$ cat src/rtl/piezo_scheduler.sv
// piezo_scheduler: shares one piezo pin between three sound requesters
// (alarm, beep, success). Rising edges on req latch a pending bit, the
// lowest-index pending channel is granted, and its fixed 4-note pattern is
// played as a square wave generated from clk (no external dividers).
// Optional feature macro: PIEZO_PREEMPT_EN -- a higher-priority pending
// request aborts the current play and takes the piezo immediately.
module piezo_scheduler #(
  parameter int          NOTE_TICKS = 250000,
  parameter logic [11:0] PAT0       = 12'o1234,
  parameter logic [11:0] PAT1       = 12'o0005,
  parameter logic [11:0] PAT2       = 12'o5432
) (
  input  logic       clk,
  input  logic       rst,
  input  logic [2:0] req,
  output logic [2:0] grant,
  output logic       busy,
  output logic       done,
  output logic       pizo
);

  localparam int TW = (NOTE_TICKS > 1) ? $clog2(NOTE_TICKS) : 1;
  localparam logic [TW-1:0] TICK_ONE  = 1;
  localparam logic [TW-1:0] TICK_LAST = TW'(NOTE_TICKS - 1);

  localparam logic [0:0] S_IDLE = 1'b0;
  localparam logic [0:0] S_PLAY = 1'b1;

  logic [0:0]    state_q, state_d;
  logic [2:0]    grant_q, grant_d;
  logic          done_q, done_d;
  logic          pizo_q, pizo_d;
  logic [2:0]    pend_q, pend_d;
  logic [2:0]    req_q;
  logic [1:0]    idx_q, idx_d;
  logic [TW-1:0] tick_q, tick_d;
  logic [11:0]   cnt_q, cnt_d;

  logic [2:0]  rise;
  logic [2:0]  pick;
  logic [2:0]  clr;
  logic [11:0] pat_sel;
  logic [2:0]  code;
  logic [11:0] hp;
  logic        tick_last;
  logic        preempt;

  // Request edge detect and fixed-priority pick of the lowest pending index.
  always_comb begin
    rise    = req & ~req_q;
    pick    = 3'b000;
    pick[0] = pend_q[0];
    pick[1] = pend_q[1] & ~pend_q[0];
    pick[2] = pend_q[2] & ~pend_q[1] & ~pend_q[0];
  end

  // Current note code of the owner's pattern and its tone half-period.
  always_comb begin
    pat_sel = PAT2;
    if (grant_q[0])      pat_sel = PAT0;
    else if (grant_q[1]) pat_sel = PAT1;
    code = pat_sel[2:0];
    case (idx_q)
      2'd0:    code = pat_sel[2:0];
      2'd1:    code = pat_sel[5:3];
      2'd2:    code = pat_sel[8:6];
      default: code = pat_sel[11:9];
    endcase
    case (code)
      3'd1:    hp = 12'd2272;
      3'd2:    hp = 12'd1912;
      3'd3:    hp = 12'd1516;
      3'd4:    hp = 12'd1275;
      3'd5:    hp = 12'd956;
      3'd6:    hp = 12'd758;
      3'd7:    hp = 12'd638;
      default: hp = 12'd0;
    endcase
    tick_last = (tick_q == TICK_LAST);
  end

  // Preemption: any pending channel below the owner's index outranks it.
  // grant_q is one-hot in PLAY, so grant_q-1 masks the higher-priority bits.
  always_comb begin
`ifdef PIEZO_PREEMPT_EN
    preempt = (state_q == S_PLAY) && |(pend_q & (grant_q - 3'd1));
`else
    preempt = 1'b0;
`endif
  end

  // Arbitration, note sequencing and tone generation.
  always_comb begin
    state_d = state_q;
    grant_d = grant_q;
    done_d  = 1'b0;
    pizo_d  = pizo_q;
    idx_d   = idx_q;
    tick_d  = tick_q;
    cnt_d   = cnt_q;
    clr     = 3'b000;
    case (state_q)
      S_IDLE: begin
        if (|pend_q) begin
          state_d = S_PLAY;
          grant_d = pick;
          clr     = pick;
          idx_d   = 2'd0;
          tick_d  = '0;
          cnt_d   = 12'd0;
          pizo_d  = 1'b0;
        end
      end
      default: begin
        if (preempt) begin
          // Aborted owner is dropped silently: no done, not re-queued.
          grant_d = pick;
          clr     = pick;
          idx_d   = 2'd0;
          tick_d  = '0;
          cnt_d   = 12'd0;
          pizo_d  = 1'b0;
        end else if (tick_last) begin
          tick_d = '0;
          cnt_d  = 12'd0;
          pizo_d = 1'b0;
          if (idx_q == 2'd3) begin
            state_d = S_IDLE;
            grant_d = 3'b000;
            done_d  = 1'b1;
            idx_d   = 2'd0;
          end else begin
            idx_d = idx_q + 2'd1;
          end
        end else begin
          tick_d = tick_q + TICK_ONE;
          if (hp == 12'd0) begin
            // Rest: silent and the tone counter parked.
            cnt_d  = 12'd0;
            pizo_d = 1'b0;
          end else if (cnt_q == hp - 12'd1) begin
            cnt_d  = 12'd0;
            pizo_d = ~pizo_q;
          end else begin
            cnt_d = cnt_q + 12'd1;
          end
        end
      end
    endcase
    // New edges win over the grant clear of the same cycle.
    pend_d = (pend_q & ~clr) | rise;
  end

  // State registers; reset aborts any play without a done pulse.
  always_ff @(posedge clk or posedge rst) begin
    if (rst) begin
      state_q <= S_IDLE;
      grant_q <= 3'b000;
      done_q  <= 1'b0;
      pizo_q  <= 1'b0;
      pend_q  <= 3'b000;
      req_q   <= 3'b000;
      idx_q   <= 2'd0;
      tick_q  <= '0;
      cnt_q   <= 12'd0;
    end else begin
      state_q <= state_d;
      grant_q <= grant_d;
      done_q  <= done_d;
      pizo_q  <= pizo_d;
      pend_q  <= pend_d;
      req_q   <= req;
      idx_q   <= idx_d;
      tick_q  <= tick_d;
      cnt_q   <= cnt_d;
    end
  end

  assign grant = grant_q;
  assign busy  = (state_q == S_PLAY);
  assign done  = done_q;
  assign pizo  = pizo_q;

endmodule
$ cat config.mk
export PLATFORM = sky130hd
export DESIGN_NAME = piezo_scheduler
export DESIGN_NICKNAME = d
export VERILOG_FILES = /design/src/rtl/piezo_scheduler.sv
export SDC_FILE = /design/constraint.sdc
export NUM_CORES = 1
export LEC_CHECK = 0
export ABC_CLOCK_PERIOD_IN_PS = 4720
export CAP_MARGIN = 20
export CORE_AREA = 3 3 79 81
export DETAILED_ROUTE_END_ITERATION = 10
export DIE_AREA = 0 0 82 84
export PLACE_DENSITY_LB_ADDON = 0.2
export SLEW_MARGIN = 10
export SYNTH_ARGS = -nofsm -noshare
export SYNTH_HDL_FRONTEND = slang
export SYNTH_SLANG_ARGS = --single-unit
$ cat constraint.sdc
create_clock -name clk -period 4.72 [get_ports clk]
set_clock_uncertainty 0.15 [all_clocks]
set_input_delay 0.944 -clock clk [delete_from_list [all_inputs] [get_ports clk]]
set_output_delay 0.944 -clock clk [all_outputs]
set_load 0.03 [all_outputs]
==> flow_summary_export.csv, run 1 <==
group,metric,value,unit
run_status,outcome,"finished clean",
clock_tree,ctsResizeCount,0,
worst_setup_path,crit_fanout,12,
route,drt_iter0_markers,127,
sta,rsz0062_at_grt,"false",
worst_setup_path,end_kind,"flop",
logic_synthesis,yosys.area_share.simple,27.1,%
logic_synthesis,synth.area.top_cells,"dfrtp_1 (42%), o21ai_0 (7.2%), nand2_1 (7.1%)",
logic_synthesis,yosysTopAreaCell,"dfrtp_1",
global_routing,grt_antenna_before_repair,0,
final_layout,nets,330,
logic_synthesis,syn-cell-area,0.00265,mm²
route,drc_errors,0,
worst_setup_path,path_common_cell,"ha_1",
route,vias,2239,
pwr,power_density,219,mW/mm²
logic_synthesis,synth_cell_type_count,51,
sta,fin_crit_sh,74.0,%
clock_tree,cts.sinks,44,
sta,fmax,286,MHz
logic_synthesis,netlist_top_cells_count,"nand2_1 (50), dfrtp_1 (44), o21ai_0 (38)",
placement,gp_congestion,0.824,
final_layout,fillCellCount,532,
global_routing,grt_use_total,17.8,%
global_routing,gr-usage-met2,25.2,%
final_layout,multi_input_area,0.00145,mm²
placement,dp_hpwl,4.05,mm
floorplan,initial_utilization,47.9,%
logic_synthesis,syn_nets,324,
final_layout,drive_gt1_share,7.21,%
logic_synthesis,synth_fa_ha_area_share,3.30,%
floorplan,die_h,84,µm
logic_synthesis,muxShareOfSynthArea,1.51,%
sta,slew_violations,0,
clock_tree,post_cts_buffers,0,
final_layout,antenna_cells,0,
worst_setup_path,start_kind,"flop",
floorplan,rows,27,
worst_hold_path,hp-class,"reg2reg",
floorplan,dieArea,0.00689,mm²
worst_setup_path,critical_path_arrival,3.52,ns
worst_setup_path,slowest_stage,"dfrtp_1",
worst_setup_path,r2r-start,"idx_q[0]",
final_layout,regArea,0.00110,mm²
logic_synthesis,synth_seq_cells,44,
sta,period_needed,3.49,ns
global_routing,use_met3,3.24,%
route,drt.antenna.violating_nets,0,
floorplan,die_w,82,µm
route,drtPass1Iterations,4,
sta,tightest_slew,0.968,ns
worst_setup_path,reg2reg_slack,1.23,ns
worst_setup_path,crit_path_start,"idx_q[0]",
logic_synthesis,synth_edf_count,0,
worst_setup_path,crit_chain,"ha_1 -> nor4_1 -> a21oi_1 -> o21ai_0 -> ha_1 -> inv_1 -> or3_1 -> a211oi_1 -> o21bai_1 -> a21oi_4 -> a21oi_2 -> mux2_2",
clock_tree,path_clk_slew,0.08,ns
final_layout,area_delta_synth_final,8.92,%
sta,slew_headroom,35.3,%
clock_tree,cts_tree,"yes",
global_routing,overflow,0,
pwr,p_leak,1.22,nW
logic_synthesis,syn_avg_cell_area,8.50,µm²
clock_tree,cts_inserted_buffers,5,
route,avgRoutedWirePerCell,14.8,µm
floorplan,io_pins,11,
logic_synthesis,synth_top_flop_cell,"dfrtp_1",
logic_synthesis,yosysMostFrequentCell,"nand2_1",
clock_tree,htreeDepth,2,
worst_hold_path,min-delay-start,"req_q[0]",
logic_synthesis,async_flop_share,100,%
global_routing,met1_usage,28.1,%
clock_tree,clock_latency,0.29,ns
route,postRouteWirelength,5.79,mm
clock_tree,clockRootBuffer,"clkbuf_8",
job,drv_cap,0,
logic_synthesis,syn-instance-count,312,
logic_synthesis,synth_compound_area_share,20.0,%
sta,finalSetupTns,0,ns
pwr,vdd_drop_max,0.000151,V
sta,setup_viol,0,
logic_synthesis,synth_top_cell_area_share,41.5,%
pwr,power,0.634,mW
logic_synthesis,ys_seq_area_share,41.5,%
global_routing,grt_max_degree,45,
worst_setup_path,worstPathRequired,4.74,ns
logic_synthesis,yosysWarnings,0,
global_routing,busiest_layer,"met1",
worst_setup_path,critPathKind,"reg2reg",
logic_synthesis,synth_top_family_by_area,"simple AND/OR/NAND/NOR gates",
floorplan,placeableCoreArea,0.00554,mm²
global_routing,grt_pass1_wl,9.80,mm
sta,final-hold-violation-count,0,
worst_setup_path,cpPeakStageDelay,0.43,ns
clock_tree,holdBufCountCts,0,
logic_synthesis,synthXorXnorAreaFrac,2.64,%
clock_tree,clk_path_buf_depth,2,
placement,portBuffers,10,
global_routing,first_global_vias,1996,
route,viasPerCell,5.73,
## registers in the layout (all words and copies together) (netlist names)
signal and cells:
busy 1, cnt_q 12, done 1, grant 3, idx_q 2, pend_q 3, pizo 1, req_q 3
tick_q 18
## metal layers
layer  up-vias  routed length [µm]
met3         2                 255
met5         -                   0
met4         0                  26
met2        48                2520
met1      1057                3000
li1       1132                   -
## worst max-delay path, delay by kind of cell, from the launching register on
family,cells,cell delay (ns)
AO/OA/AOI/OAI,6,1.18
AND/OR/NAND/NOR,2,0.70
adder cells (fa/ha/maj),2,0.54
flip-flops,1,0.43
multiplexers,1,0.29
buffers and inverters,1,0.08
## cell type report
cell class	count	share of cell area, %
Clock inverter	2	0.347
Tap cell	72	3.12
Multi-Input combinational cell	244	50.3
Sequential cell	44	38.1
Clock buffer	6	2.86
Inverter	12	1.56
Timing Repair Buffer	11	3.73
## worst paths after layout
kind / depth (start not counted) / endpoint
max: 12 / cnt_q[0]
min: 1 / pend_q[0]
max reg2reg: 12 / cnt_q[0]
min reg2reg: 1 / pend_q[0]
max in group asynchronous: 2 / idx_q[1]
min in group asynchronous: 2 / cnt_q[10]
## power breakdown
group | switching (mW) | internal (mW) | total, mW
Clock | 0.127 | 0.117 | 0.244
Combinational | 0.00797 | 0.00312 | 0.0111
Sequential | 0.000296 | 0.378 | 0.378
## cells by family (layout without fill, tap and decap cells)
kind of cell	count (synthesis)	after routing
compound gates	84	84
xor+xnor	8	8
fa+ha+maj	7	7
buf+inv	24	31
flops	44	44
mux	3	3
simple gates	142	142
## stage by stage
step                cells  hold WS (ns)  worst slack, ns  area [µm²]  util [%]
finish                391         0.272             1.23        2890      52.1
global route          391         0.298            0.969        2890      52.1
CTS                   391         0.280             1.24        2890      52.1
detailed placement    383         0.269             1.27        2800      50.5
global placement      383         0.256             1.36        2800      50.5
floorplan             312         0.250             1.56        2650         -
## placed cells by master (no fill, tap or decap), types with 7 or more instances in the layout
cell             synthesis  layout
o21ai_0                 38      38
inv_1                   12      11
nor3_1                   9       9
and3_1                  10      10
nand2_1                 50      50
a21oi_1                 13      13
dfrtp_1                 44      44
clkdlybuf4s50_1          0      10
nor2_1                  20      20
ha_1                     7       7
nand3_1                 17      17
No activity file was read; power rests on OpenSTA's default activity.
==> run 2: changes to the inputs <==
- ABC_CLOCK_PERIOD_IN_PS: 4720 -> 3600
- clock period: 4.72 -> 3.6 ns (I/O delays scaled with it)
==> run 2 against run 1 <==
Worst hold slack about the same. Critical endpoint unchanged. Count of clock-buffer cells in the layout unchanged. Sequential share of layout area is 0.86 points lower. Non-clock buffer count grew 5. Highest routed layer unchanged. Combinational power increased by 33%. Flip-flop and latch count did not move. Die area stayed put.
==> flow_summary_export.csv, run 2 (synthesis gave the netlist of run 1 again) <==
group,metric,value,unit
sta,tightest_slew,0.921,ns
clock_tree,path_clk_slew,0.09,ns
route,viasPerCell,5.71,
clock_tree,ctsResizeCount,0,
final_layout,design_area,0.00295,mm²
final_layout,fin_cells,396,
worst_setup_path,crit_path_start,"idx_q[0]",
global_routing,first_global_vias,2094,
final_layout,top_register,"tick_q",
floorplan,io_pins,11,
global_routing,grt_pass1_wl,10.1,mm
route,drt_iter0_markers,165,
worst_setup_path,crit_chain,"inv_1 -> ha_1 -> o21bai_1 -> o22a_1 -> nand2_1 -> o21ai_0 -> ha_1 -> inv_1 -> or3_1 -> a211oi_1 -> o21bai_1 -> a21oi_4 -> a21oi_2 -> mux2_2",
floorplan,rows,27,
route,drc_errors,0,
clock_tree,cts_tree,"yes",
final_layout,multi_input_area,0.00145,mm²
pwr,combinationalPowerShare,1.6,%
final_layout,regArea,0.00110,mm²
sta,fmax,299,MHz
route,drt.antenna.violating_nets,0,
placement,postPlaceCellArea,0.00283,mm²
worst_setup_path,slowest_stage,"dfrtp_1",
worst_setup_path,start_kind,"flop",
clock_tree,post_cts_buffers,0,
final_layout,area_delta_synth_final,11.4,%
worst_hold_path,min-delay-start,"req_q[0]",
floorplan,initial_utilization,47.9,%
sta,slew_violations,0,
pwr,power,0.917,mW
placement,gp_congestion,0.905,
final_layout,fillCellCount,502,
job,drv_cap,0,
final_layout,antenna_cells,0,
worst_setup_path,critPathKind,"reg2reg",
final_layout,drive_gt1_share,8.64,%
worst_hold_path,holdPathStages,1,
floorplan,placeableCoreArea,0.00554,mm²
floorplan,die_h,84,µm
worst_setup_path,cpPeakStageDelay,0.41,ns
pwr,p_leak,1.26,nW
global_routing,overflow,0,
pwr,switching_share,20.7,%
final_layout,nets,335,
pwr,p_seq_share,54.1,%
clock_tree,htreeDepth,2,
sta,period_needed,3.35,ns
global_routing,grt_use_total,18.3,%
pwr,p_int,0.727,mW
pwr,switchingPower,0.190,mW
clock_tree,cts.sinks,44,
clock_tree,holdBufCountCts,0,
worst_setup_path,reg2regPathDepth,14,
sta,fin_crit_sh,93.0,%
sta,finalSetupTns,0,ns
final_layout,final_common_cell,"nand2_1",
route,vias,2263,
worst_setup_path,r2r-start,"idx_q[0]",
global_routing,grt_antenna_before_repair,0,
route,drtPass1Iterations,5,
pwr,clkPwrFrac,44.3,%
final_layout,final_cell_mix,"nand2_1 (50), dfrtp_1 (44), o21ai_0 (38), nor2_1 (20), nand3_1 (17)",
floorplan,die_w,82,µm
sta,slew_headroom,38.5,%
pwr,vdd_drop_max,0.000169,V
clock_tree,clockRootBuffer,"clkbuf_8",
placement,portBuffers,10,
clock_tree,cts_inserted_buffers,5,
pwr,power_density,310,mW/mm²
clock_tree,clock_latency,0.31,ns
placement,dp_cells,388,
route,postRouteWirelength,5.74,mm
global_routing,grt_max_degree,45,
worst_setup_path,end_kind,"flop",
worst_setup_path,reg2reg_slack,0.25,ns
sta,final-hold-violation-count,0,
worst_setup_path,worstPathRequired,3.64,ns
sta,setup_viol,0,
worst_hold_path,hp-class,"reg2reg",
worst_setup_path,crit_fanout,7,
clock_tree,clk_path_buf_depth,2,
run_status,outcome,"finished clean",
final_layout,largest_reg_flops,18,
floorplan,dieArea,0.00689,mm²
route,avgRoutedWirePerCell,14.5,µm
worst_setup_path,critical_path_arrival,3.39,ns
sta,rsz0062_at_grt,"false",
placement,dp_hpwl,3.96,mm
final_layout,reg_top3,"tick_q x18, cnt_q x12",
-- run 2: cell types whose count changed in the layout (fill, tap and decap cells not counted) --
| cell | previous run | this run |
|---|---|---|
| buf_4 | 1 | 6 |
| clkinv_2 | 2 | 0 |
| bufinv_16 | 0 | 1 |
| clkinv_4 | 0 | 1 |
-- run 2: path summary, 6_finish.rpt --
kind / end
setup / recovery: cnt_q[0]
hold reg to reg: pend_q[0]
hold / removal: pend_q[0]
max in group asynchronous: idx_q[0]
min in group asynchronous: tick_q[14]
setup reg to reg: cnt_q[0]
-- run 2: critical path, delay by kind of cell, from the launching register on --
family                     cells  cell delay [ns]
muxes                          1             0.26
DFF                            1             0.41
adders and majority gates      2             0.48
buffers and inverters          2             0.18
and+or+nand+nor                2             0.50
AOI/OAI and AO/OA              7             1.26
-- run 2: layout make-up --
class                   instances  area share (%)
repair buffers                 16            4.91
well taps                      72            3.05
clock buffers                   6            2.80
clock inverters                 2            1.31
inverters                      12            1.52
flip-flops and latches         44            37.3
multi-input cells             244            49.1
-- run 2: power by group through the flow --
stage                     registers, mW  logic, mW  clock network [mW]
after detailed placement          0.506     0.0158                   0
after global routing              0.496     0.0175               0.437
final                             0.496     0.0148               0.406
after CTS                         0.496     0.0157               0.413
after global placement            0.506     0.0156                   0
after floorplan                   0.506    0.00779                   0
-- run 2: per-stage QoR --
step,hold WS (ns),setup WS [ns],util [%]
floorplan,0.250,0.443,-
global placement,0.255,0.408,51.1
detailed placement,0.266,0.306,51.1
CTS,0.276,0.275,53.3
global route,0.291,0.0262,53.3
finish,0.272,0.253,53.3
-- run 2: layer usage --
metal | track usage, % | wire (µm) | up-vias
met5 | 0 | 0 | -
met4 | 4.08 | 52 | 0
met3 | 4.10 | 235 | 6
met2 | 24.6 | 2370 | 43
met1 | 29.3 | 3080 | 1083
li1 | - | - | 1131
==> edit 1, RTL diff (flow settings as in run 2) <==
Change the parameter `NOTE_TICKS` from 250000 to 125000.
--- a/src/rtl/piezo_scheduler.sv
+++ b/src/rtl/piezo_scheduler.sv
@@ -5,7 +5,7 @@
 // Optional feature macro: PIEZO_PREEMPT_EN -- a higher-priority pending
 // request aborts the current play and takes the piezo immediately.
 module piezo_scheduler #(
-  parameter int          NOTE_TICKS = 250000,
+  parameter int          NOTE_TICKS = 125000,
   parameter logic [11:0] PAT0       = 12'o1234,
   parameter logic [11:0] PAT1       = 12'o0005,
   parameter logic [11:0] PAT2       = 12'o5432
Behaviour: no difference found for any inputs over 10 cycles, from zero or initial values and one cycle with rst high; that may be too few to reach the edited logic, so the function may still have changed.
==> edit 1 against run 2 <==
  * Core utilization decreased by 0.090 points
  * Setup slack improved by 24 ps
  * Non-clock buffer count increased by 7
  * Die area unchanged
  * Final area decreased by 0.17%
  * Combinational power increased by 11%
  * Sequential cell count decreased by 1
  * Power decreased by 12%
  * Synthesized area decreased by 1.3%
  * Maximum frequency increased by 0.72%
  * Wire length decreased by 3.8%
  * Count of clock-buffer cells in the layout unchanged
  * Synthesized cell count decreased by 7.7%
  * Cell count decreased by 3.3%
  * Critical path type unchanged
  * Highest routed layer unchanged
==> edit 1: results (changes against run 2) <==
| Metric | Value |
|---|---|
| Clk Latency, worst-skew pair | `300 ps` |
| Hold WC Path Type | `reg2reg` |
| Num CTS Buffers | `5 (unchanged)` |
| Worst flop-to-flop path endpoint | `cnt_q[6]` |
| Ys Warns | `0 (unchanged)` |
| # port buffers | `10 (unchanged)` |
| 1st-iter DRT viols | `100 (-39%)` |
| HPWL after detailed placement | `3.968 mm (+0.18%)` |
| N_diodes | `0 (unchanged)` |
| Initial antenna violation count | `0 (unchanged)` |
| Worst hold start | `req_q[2]` |
| Post-synth ARST share | `100.0% (unchanged)` |
| Clock-pin slew on the worst setup and hold paths | `around 80 ps` |
| Global-route wire length before repair | `9.411 mm (-6.5%)` |
| Hold Slack | `273.2 ps (+1.345 ps)` |
| H-tree Lvls | `2 (unchanged)` |
| Area contributors post-synth | `dfrtp_1 (41%), o21ai_0 (5.7%), nand2_1 (5.2%), nor2_1 (4.3%), ha_1 (3.3%)` |
| Run status | `completed` |
| Drt total wl | `5.520 mm (-3.8%)` |
| Distinct cells, synth | `60 (+18%)` |
| Synth Net Count | `300 (-7.4%)` |
| Maximum vdd drop | `0.0001704 V (+0.72%)` |
| Reg2Reg Depth | `14 (unchanged)` |
| Sw Share | `22.69% (+1.9 points)` |
| CP arrival | `3360 ps (-30 ps)` |
| RePlAce Congestion | `0.7947 (-12%)` |
| Sequential area share after synthesis | `41.13% (-0.40 points)` |
| Vias in the first global route | `1971 (-5.9%)` |
| Filler cells | `533 (+6.2%)` |
| Slowest cell on crit path | `dfrtp_1` |
| Final #Nets | `322 (-3.9%)` |
| Worst slew pin tran | `714.4 ps (-206.9 ps)` |
| Placed Area | `0.002819 mm2 (-0.49%)` |
| Share of post-route cells with drive strength above 1 | `14.15% (+5.5 points)` |
| Slowest stage delay, CP | `440 ps (+30 ps)` |
| CP top delay family | `compound AO/OA/AOI/OAI gates` |
| Largest net degree at the start of global routing | `20 (-56%)` |
| Worst Hold Depth | `1 (unchanged)` |
| Critical path fanouts, max | `10 (+3)` |
| R2R setup slack | `280 ps (+20 ps)` |
| DR vias | `2118 (-6.4%)` |
| Longest Clk Path Bufs | `2 (unchanged)` |
| Reg-to-Reg Start | `idx_q[0]` |
| Leak Pwr | `1.285 nW (+2.4%)` |
| Synth cell count leaders | `dfrtp_1 (43), nand2_1 (36), nor2_1 (30), o21ai_0 (30), nand3_1 (15)` |
| Worst Hold End | `pend_q[2]` |
| Largest regs | `tick_q (17), cnt_q (12)` |
| Pre-CTS setup slack | `180.1 ps (-125.8 ps)` |
| CTS root buffer | `clkbuf_8` |
| TritonRoute pass-1 iters | `4 (-1)` |
| GR Util All Layers | `17.23% (-1.1 points)` |
-- edit 1: power by group through the flow --
stage                     Clock (mW)  Combinational, mW  Sequential, mW
after floorplan                    0            0.00773           0.494
after global placement             0             0.0174           0.494
after detailed placement           0             0.0177           0.494
after CTS                      0.313             0.0177           0.485
after global routing           0.334             0.0195           0.485
final                          0.308             0.0165           0.485
-- edit 1: timing repair --
action                                  4_1_cts  5_1_grt
buffers inserted                              0        5
endpoints found under the setup margin        0       13
resized for setup                             0        3
-- edit 1: logic make-up after synthesis --
kind of cell,Yosys count,share of synthesized area (%)
AO/OA/AOI/OAI,81,22.19
buffers and inverters,22,3.921
flip-flops,43,41.13
multiplexers,5,2.822
AND/OR/NAND/NOR,118,22.57
adder cells (fa/ha/maj),7,3.348
XOR/XNOR,12,4.017
-- edit 1: worst max path at each step --
stage	start	endpoint	slack, ps
2_1_floorplan	grant[1]	cnt_q[0]	530
3_3_place_gp	idx_q[0]	cnt_q[8]	260
3_5_place_dp	idx_q[0]	cnt_q[8]	180
4_1_cts	idx_q[0]	cnt_q[8]	140
5_1_grt	idx_q[0]	cnt_q[8]	20
6_report	idx_q[0]	cnt_q[6]	280
-- edit 1: per-layer routing --
layer,global-route usage [%],routed length (um)
met1,25.68,2732
met2,25.13,2544
met3,4.212,192
met4,3.625,51
met5,0,0
-- edit 1: area by class of cell --
class                           instances  area [um2]  area share [%]
Clock buffer                            6       72.57           2.461
Sequential cell                        43        1076           36.49
Inverter                               14       52.55           1.782
Clock inverter                          2       12.51          0.4243
Timing Repair Buffer                   23       197.7           6.703
Tap cell                               72       90.09           3.055
Multi-Input combinational cell        223        1448           49.09
-- edit 1: worst register-to-register path, delay by kind of cell (launching register included) --
family	cells	cell delay, ps
flip-flops	1	440
AND/OR/NAND/NOR	2	320
buffers and inverters	1	100
XOR/XNOR	1	150
multiplexers	1	360
adder cells (fa/ha/maj)	2	570
AO/OA/AOI/OAI	7	1120
-- edit 1: metrics by stage --
step	utilization (%)	instances	power [mW]
final	53.23	383	0.8092
after global routing	53.23	383	0.8379
after CTS	52.42	378	0.8154
after detailed placement	50.88	370	0.5119
after global placement	50.88	370	0.5116
after floorplan	-	288	0.5019
==> edit 2, RTL diff (flow settings as in run 2) <==
Made on the original files. Reset style: synchronous (`rst`), changed in one clocked block.
--- a/src/rtl/piezo_scheduler.sv
+++ b/src/rtl/piezo_scheduler.sv
@@ -152,7 +152,7 @@
   end
 
   // State registers; reset aborts any play without a done pulse.
-  always_ff @(posedge clk or posedge rst) begin
+  always_ff @(posedge clk) begin
     if (rst) begin
       state_q <= S_IDLE;
       grant_q <= 3'b000;
Check against the original RTL: differs if rst is asserted again (counterexample within 4 cycles, from zero or initial values and one cycle with rst high); with rst held inactive, the same outputs for 10 cycles.
==> edit 2 against run 2 <==
  * Wire length is essentially flat
  * Sequential cell count is the same
  * Synthesized area shrank 4.2%
  * Final area shrank 3.4%
  * Setup slack lost 7.6 ps
  * Cell count grew 1.5%
Power is not compared: it rests on default switching activity, and its combinational part moved more than twofold at a synthesized area within 25%.
==> edit 2: results (changes against run 2) <==
| Metric | Value |
|---|---|
| Area contributors post-synth | `dfxtp_1 (35%), nor2_1 (6.1%), nand2_1 (4.7%), a21oi_1 (4.5%), o21ai_0 (3.9%)` |
| CP arrival | `3450 ps (+60 ps)` |
| RePlAce Congestion | `0.8954 (-1.0%)` |
| Sequential Area | `880.8 um2 (-20%)` |
| Synth cell count leaders | `dfxtp_1 (44), nor2_1 (41), nand2_1 (32)` |
| Crit path to | `pizo` |
| Critical path fanouts, max | `11 (+4)` |
| Slowest cell on crit path | `or4_1` |
| Multi-input logic area | `0.001580 mm2 (+8.9%)` |
| Filler cells | `548 (+9.2%)` |
| Inverters | `6 (-6)` |
| Slew headroom | `46.41% (+7.9 points)` |
| Final core utilization | `51.49% (-1.8 points)` |
| Run status | `completed` |
| GR Util All Layers | `17.73% (-0.57 points)` |
| Distinct cells, synth | `54 (+5.9%)` |
| Inst Count DP | `394 (+1.5%)` |
| Worst Hold Depth | `2 (+1)` |
| Sequential area share after synthesis | `34.68% (-6.8 points)` |
| Final #Nets | `341 (+1.8%)` |
| DR vias/cell | `5.791 (+1.3%)` |
| Drt total wl | `5.745 mm (about the same)` |
| Vias in the first global route | `2183 (+4.3%)` |
| Placed Area | `0.002703 mm2 (-4.6%)` |
| Worst hold start | `req_q[1]` |
| Hold Slack | `336.5 ps (+64.67 ps)` |
edit 2: cell types whose count changed after synthesis, moves of 6 or more:
cell / run 2 / this run
a21oi_1: 13 / 23
clkbuf_1: 5 / 15
dfrtp_1: 44 / 0
dfxtp_1: 0 / 44
inv_1: 12 / 6
nand2_1: 50 / 32
nor2_1: 20 / 41
o21ai_0: 38 / 20
edit 2: metal layers:
metal	track usage [%]	share of wire [%]	vias to the layer above
li1	-	-	1181
met1	23.02	48	1104
met2	28.21	47	32
met3	3.888	2.9	11
met4	6.647	1.7	0
met5	0	0	-
edit 2: kinds of logic after synthesis:
family / synth area share, %
xor gates and xnor gates: 4.138
muxes: 0.8374
adders and majority gates: 3.448
AOI/OAI and AO/OA: 21.82
buffers and inverters: 4.482
and+or+nand+nor: 30.59
DFF: 34.68
edit 2: repair_timing:
item | 4_1_cts | 5_1_grt
setup endpoints to repair | 0 | 10
gates resized for setup | 0 | 6
hold buffers | 0 | 0
edit 2: worst max-delay path, delay by kind of cell, from the launching register on:
kind / cells / cell delay, ps
AOI/OAI and AO/OA: 3 / 410
xor gates and xnor gates: 1 / 140
adders and majority gates: 2 / 680
DFF: 1 / 410
muxes: 1 / 380
and+or+nand+nor: 6 / 1140
edit 2: report_power, final:
group          leakage [nW]  switching (mW)  total (mW)  internal (mW)
registers             0.357          0.0108       0.508          0.497
clock network        0.0614           0.172       0.399          0.227
logic                 0.631           0.114       0.185         0.0715
total                  1.05           0.297        1.09          0.795
edit 2: stage by stage:
stage	power (mW)	setup slack, ps
final	1.092	245.4
after detailed placement	0.6983	145.3
after CTS	1.098	131.3
after global placement	0.6973	228.3
after global routing	1.153	0.4268
after floorplan	0.6502	315.7
